[src/rtl/lsu_core.sv]
`default_nettype none
// ============================================================================
// lsu_core : load/store unit with lane alignment, 1-entry pending slot and
//            load-response timeout.
// Revision : 1.0
// ============================================================================
module lsu_core #(
  parameter int TMO_CYC = 16
) (
  input  logic        clk,
  input  logic        rstn,
  input  logic [31:0] lsu_a,
  input  logic [3:0]  lsu_we,
  input  logic [31:0] lsu_wd,
  input  logic [3:0]  lsu_re,
  input  logic        lsu_sx,
  input  logic        err_clr,
  output logic        lsu_vld,
  output logic [31:0] lsu_rd,
  output logic        lsu_busy,
  output logic        lsu_err,
  output logic        dm_req,
  output logic        dm_we,
  output logic [31:0] dm_a,
  output logic [3:0]  dm_be,
  output logic [31:0] dm_wd,
  input  logic        dm_gnt,
  input  logic        dm_rvalid,
  input  logic [31:0] dm_rd
);

  typedef enum logic [1:0] {IDLE = 2'd0, REQ = 2'd1, RESP = 2'd2} state_t;

  typedef struct packed {
    logic        we;
    logic [31:0] a;
    logic [3:0]  be;
    logic [31:0] wd;
    logic [1:0]  off;
    logic [1:0]  sz;
    logic        sx;
  } entry_t;

  localparam logic [7:0] TMO_LAST = 8'(TMO_CYC - 1);

  state_t     r_state, w_state_nxt;
  entry_t     r_cur, w_cur_nxt, r_pnd, w_pnd_nxt, w_new;
  logic       r_pnd_vld, w_pnd_vld_nxt;
  logic [7:0] r_tmo, w_tmo_nxt;

  logic        w_is_st, w_is_ld, w_mask_ok, w_legal, w_illegal;
  logic [3:0]  w_mask;
  logic [1:0]  w_sz;
  logic        w_done, w_ld_done, w_tmo_hit, w_drop, w_err_set;
  logic [31:0] w_shift, w_ld_data;

  // Request decode; the bus-side view of the access is built here so it is
  // frozen at the request cycle.
  always_comb begin
    w_is_st   = |lsu_we;
    w_is_ld   = |lsu_re;
    w_mask    = w_is_st ? lsu_we : lsu_re;
    w_sz      = 2'd0;
    w_mask_ok = 1'b0;
    case (w_mask)
      4'b0001: begin w_sz = 2'd0; w_mask_ok = 1'b1;                   end
      4'b0011: begin w_sz = 2'd1; w_mask_ok = ~lsu_a[0];              end
      4'b1111: begin w_sz = 2'd2; w_mask_ok = (lsu_a[1:0] == 2'b00);  end
      default: ;
    endcase
    w_legal   = (w_is_st ^ w_is_ld) & w_mask_ok;
    w_illegal = (w_is_st | w_is_ld) & ~w_legal;
    w_new.we  = w_is_st;
    w_new.a   = {lsu_a[31:2], 2'b00};
    w_new.be  = w_mask << lsu_a[1:0];
    w_new.wd  = lsu_wd << {lsu_a[1:0], 3'b000};
    w_new.off = lsu_a[1:0];
    w_new.sz  = w_sz;
    w_new.sx  = lsu_sx;
  end

  always_comb begin
    w_shift = dm_rd >> {r_cur.off, 3'b000};
    case (r_cur.sz)
      2'd0:    w_ld_data = {{24{r_cur.sx & w_shift[7]}},  w_shift[7:0]};
      2'd1:    w_ld_data = {{16{r_cur.sx & w_shift[15]}}, w_shift[15:0]};
      default: w_ld_data = w_shift;
    endcase
  end

  always_comb begin
    w_state_nxt   = r_state;
    w_cur_nxt     = r_cur;
    w_pnd_nxt     = r_pnd;
    w_pnd_vld_nxt = r_pnd_vld;
    w_tmo_nxt     = r_tmo;
    w_done        = 1'b0;
    w_ld_done     = 1'b0;
    w_tmo_hit     = 1'b0;
    w_drop        = 1'b0;

    case (r_state)
      IDLE: begin
        if (w_legal) begin
          w_cur_nxt   = w_new;
          w_state_nxt = REQ;
        end
      end
      REQ: begin
        if (dm_gnt) begin
          if (r_cur.we) begin
            w_done = 1'b1;
          end else begin
            w_state_nxt = RESP;
            w_tmo_nxt   = 8'd0;
          end
        end
      end
      RESP: begin
        if (dm_rvalid) begin
          w_done    = 1'b1;
          w_ld_done = 1'b1;
        end else if (r_tmo == TMO_LAST) begin
          w_done    = 1'b1;
          w_tmo_hit = 1'b1;
        end else begin
          w_tmo_nxt = r_tmo + 8'd1;
        end
      end
      default: w_state_nxt = IDLE;
    endcase

    // Completion hands over straight to the oldest waiting access, so the
    // bus never sees an idle bubble between queued requests.
    if (r_state != IDLE) begin
      if (w_done) begin
        w_state_nxt = IDLE;
        if (r_pnd_vld) begin
          w_cur_nxt     = r_pnd;
          w_state_nxt   = REQ;
          w_pnd_vld_nxt = w_legal;
          if (w_legal) w_pnd_nxt = w_new;
        end else if (w_legal) begin
          w_cur_nxt   = w_new;
          w_state_nxt = REQ;
        end
      end else if (w_legal) begin
        if (r_pnd_vld) begin
          w_drop = 1'b1;
        end else begin
          w_pnd_nxt     = w_new;
          w_pnd_vld_nxt = 1'b1;
        end
      end
    end

    w_err_set = w_illegal | w_drop | w_tmo_hit;
  end

  always_ff @(posedge clk) begin
    if (!rstn) begin
      r_state   <= IDLE;
      r_cur     <= '0;
      r_pnd     <= '0;
      r_pnd_vld <= 1'b0;
      r_tmo     <= 8'd0;
      lsu_vld   <= 1'b0;
      lsu_rd    <= 32'd0;
      lsu_err   <= 1'b0;
    end else begin
      r_state   <= w_state_nxt;
      r_cur     <= w_cur_nxt;
      r_pnd     <= w_pnd_nxt;
      r_pnd_vld <= w_pnd_vld_nxt;
      r_tmo     <= w_tmo_nxt;
      lsu_vld   <= w_ld_done;
      if (w_ld_done) lsu_rd <= w_ld_data;
      if (w_err_set)    lsu_err <= 1'b1;
      else if (err_clr) lsu_err <= 1'b0;
    end
  end

  assign dm_req   = (r_state == REQ);
  assign dm_we    = dm_req & r_cur.we;
  assign dm_a     = r_cur.a;
  assign dm_be    = r_cur.be;
  assign dm_wd    = r_cur.wd;
  assign lsu_busy = (r_state != IDLE) | r_pnd_vld;

endmodule
`default_nettype wire

[config.mk]
export PLATFORM = sky130hd
export DESIGN_NAME = lsu_core
export DESIGN_NICKNAME = d
export VERILOG_FILES = /design/src/rtl/lsu_core.sv
export SDC_FILE = /design/constraint.sdc
export NUM_CORES = 1
export LEC_CHECK = 0
export ABC_AREA = 0
export BUFFER_PORTS_ARGS = -buffer_cell sky130_fd_sc_hd__buf_2
export CORE_MARGIN = 8
export CORE_UTILIZATION = 55
export CTS_CLUSTER_DIAMETER = 120
export CTS_CLUSTER_SIZE = 16
export DETAILED_ROUTE_END_ITERATION = 16
export PLACE_DENSITY = 0.86
export SKIP_LAST_GASP = 1
export SLEW_MARGIN = 10
export SYNTH_ARGS = -nofsm -noshare
export SYNTH_HDL_FRONTEND = slang
export SYNTH_SLANG_ARGS = --single-unit
[constraint.sdc]
create_clock -name clk -period 3.6 [get_ports clk]
set_clock_uncertainty 0.1 [all_clocks]
set_input_delay 0.18 -clock clk [delete_from_list [all_inputs] [get_ports clk]]
set_output_delay 0.18 -clock clk [all_outputs]
set_load 0.03 [all_outputs]
==> impl_metrics.csv <==
group,metric,value,unit
clocking,cts_buffers,17,
finish,seq_area,3820,sq um
pwr,combPwrFrac,0.090,
setup_path,worstPathArrival,3.12,ns
setup_path,worstPathRequired,3.78,ns
sta,setup_ws,0.662,ns
yosys,synth_simple_gate_area_share,0.169,
grt,grt_pass1_wl,48.3,mm
die,initial_core_util,0.558,
min_path,min_to,"dm_wd[9]",
finish,layout.cells.non_filler,1607,
sta,setup_viol,0,
place,place_hpwl,20.5,mm
sta,period_needed,2.94,ns
yosys,synth-seq-cells,191,
setup_path,r2r_start,"r_state[0]",
grt,grt_remaining_overflow,0,
min_path,min_path_type,"input pin to flop",
drt,num_vias,10000,
setup_path,critical_path.startpoint,"r_state[0]",
finish,fin_nets,1482,
clocking,cts_buffer_depth,2,
yosys,synth.area.mux_share,0.0650,
min_path,worstHoldPathCells,3,
sta,setup_tns,0,ns
yosys,synth_cells,1238,
grt,grt_usage,0.263,
grt,grt_pass1_vias,9551,
min_path,worstHoldStart,"lsu_wd[9]",
run_status,status,"complete, no violations",
yosys,synth.most_common_cell,"dfxtp_1",
yosys,yosysTopAreaCellShare,0.383,
setup_path,rr_worst_depth,9,
sta,worstMarginPinSlew,0.848,ns
yosys,synth_edf_count,0,
drt,avgViaCountPerCell,6.25,
sta,rsz0062_at_grt,"no",
drt,ant_nets,0,
place,portBuffers,214,
place,place.gp.congestion,0.913,
pwr,power_frac_seq,0.468,
clocking,htree_levels,4,
die,die-area,22700,sq um
pwr,p_int,3430,uW
finish,drive_gt1_frac,0.226,
drt,routed_wl,31.2,mm
drt,dr.pass1.iters,6,
finish,syn_to_final_growth,16.6,%
yosys,syn_nets,1355,
drt,drc,0,
pwr,ir_drop,0.352,mV
yosys,ys_top_cells_by_count,"dfxtp_1 (191), nand2_1 (159), nor2_1 (107), a21oi_1 (103), o21ai_0 (95)",
pwr,switching_share,0.247,
sta,fin_crit_sh,0.816,
clocking,cts_resized,0,
yosys,netlist_area,10000,sq um
finish,multi_input_area,5020,sq um
setup_path,worstSetupPathType,"flop to flop",
sta,fmax,340,MHz
yosys,synth_area_leader_cell,"dfxtp_1",
setup_path,regToRegSetupSlack,0.66,ns
die,core,17900,sq um
yosys,synth_xor_area_frac,0.00526,
die,boundaryPins,215,
flow_run,timing.max_cap.violations,0,
yosys,synth_ff_type,"dfxtp_1",
place,place_ws,0.518,ns
place,place_area,10500,sq um
pwr,p_sw,1120,uW
setup_path,endpoint_kind,"flop",
yosys,ys_types,67,
yosys,yosys_warnings,0,
grt,antenna_found_initial,0,
finish,post-route-cell-area,11700,sq um
setup_path,critPathMaxFanout,70,
drt,avgRoutedWirePerCell,19.4,microns
yosys,synth_fa_ha_area_frac,0.00876,
finish,fillers,1434,
clocking,root_buffer,"clkbuf_16",
die,fp-row-count,49,
yosys,synth_area_per_cell,8.07,sq um
grt,grt_max_degree,83,
place,placed_cells,1527,
setup_path,crit_path_start_kind,"flop",
drt,dr.first_iter.drc_count,1024,
yosys,synth-async-reset-ratio,0,
setup_path,rr_endpoint,"r_pnd[53]",
yosys,synth_top_family_by_area,"compound AO/OA/AOI/OAI gates",
pwr,power.clock.fraction,0.442,
sta,finalHoldViolCount,0,
yosys,synth.area.top_cells,"dfxtp_1 (38%), nand2_1 (6.0%), buf_4 (5.9%)",
clocking,clock_latency,0.44,ns
yosys,seq_area_frac_synth,0.383,
sta,drv_slew,0,
sta,slew_headroom,0.434,
pwr,power.density,391,nW/um^2
clocking,cts_tree,"done",
clocking,cts.sink_count,191,
yosys,synth_compound_area_frac,0.253,
clocking,cts.clk_slew.worst_paths,0.07,ns
die,die_height,151,microns
finish,antenna_cells,0,
pwr,leakage,0.00466,uW
die,die_x,151,microns
## routing by layer
metal	vias up	track usage	share of wire
met5	-	0	0
met4	0	0.136	0.041
met3	109	0.0589	0.10
met2	613	0.442	0.48
met1	4719	0.308	0.38
li1	4607	-	-
## how the worst max path moves through the flow
stage / end / slack (ns) / cells past startpoint
3_5_place_dp: dm_wd[30] / 0.52 / 8
3_3_place_gp: dm_wd[27] / 0.69 / 8
6_report: r_pnd[53] / 0.66 / 9
2_1_floorplan: dm_wd[10] / 0.95 / 10
4_1_cts: dm_wd[26] / 0.47 / 8
5_1_grt: r_pnd[53] / 0.52 / 9
## power groups by stage
stage | combinational, uW | clock, uW | sequential, uW
floorplan | 212 | 0 | 2180
global placement | 347 | 0 | 2180
detailed placement | 352 | 0 | 2180
CTS | 396 | 2020 | 2130
global route | 436 | 2120 | 2130
finish | 409 | 2010 | 2130
## through the flow
step	util	power [uW]	hold WS (ns)
2_1_floorplan	-	2390	0.216
3_3_place_gp	0.589	2520	0.334
4_1_cts	0.651	4550	0.0440
6_report	0.651	4550	0.0611
3_5_place_dp	0.589	2530	0.340
5_1_grt	0.651	4690	0.0670
## cell usage in the layout (no fill, tap or decap), drive strengths merged, types with 35 or more instances in the layout
cell / Yosys / routed
nor2: 108 / 108
o21ai: 98 / 98
nand2: 159 / 159
a211oi: 35 / 35
inv: 41 / 46
dlygate4sd3: 0 / 48
buf: 106 / 237
a21oi: 103 / 103
mux2i: 48 / 48
o2bb2ai: 37 / 37
a221oi: 36 / 36
dfxtp: 191 / 191
## kinds of logic after synthesis
group	count (synthesis)
adder cells (fa/ha/maj)	7
AO/OA/AOI/OAI	374
XOR/XNOR	6
buffers and inverters	218
multiplexers	63
AND/OR/NAND/NOR	379
flip-flops	191
## cell type report
| class | count | share of cell area |
|---|---|---|
| clock buffers | 19 | 0.0389 |
| clock inverters | 13 | 0.0148 |
| inverters | 41 | 0.0133 |
| multi-input cells | 829 | 0.431 |
| flip-flops and latches | 191 | 0.328 |
| well taps | 229 | 0.0246 |
| repair buffers | 285 | 0.149 |
## timing repair
item,in CTS,in global routing
hold buffers,48,0
setup buffers,0,0
endpoints found under the hold margin,49,0
## worst max-delay path, stage by stage, from the launching register on
cell and delay (ns):
dfxtp_1 0.39, inv_1 0.10, ha_1 0.25, and4b_1 0.25, a211o_1 0.34, a21o_1 0.26
a2111o_2 0.43, buf_4 0.38, nand2_1 0.18, a21oi_1 0.09
## flip-flops by register name (all words and copies together), names as in the netlist
register,cells
lsu_vld,1
lsu_err,1
r_state,2
r_cur,6
dm_a,32
lsu_rd,32
r_pnd,72
r_tmo,8
r_pnd_vld,1
dm_be,4
dm_wd,32
(Power assumes the default switching activity.)
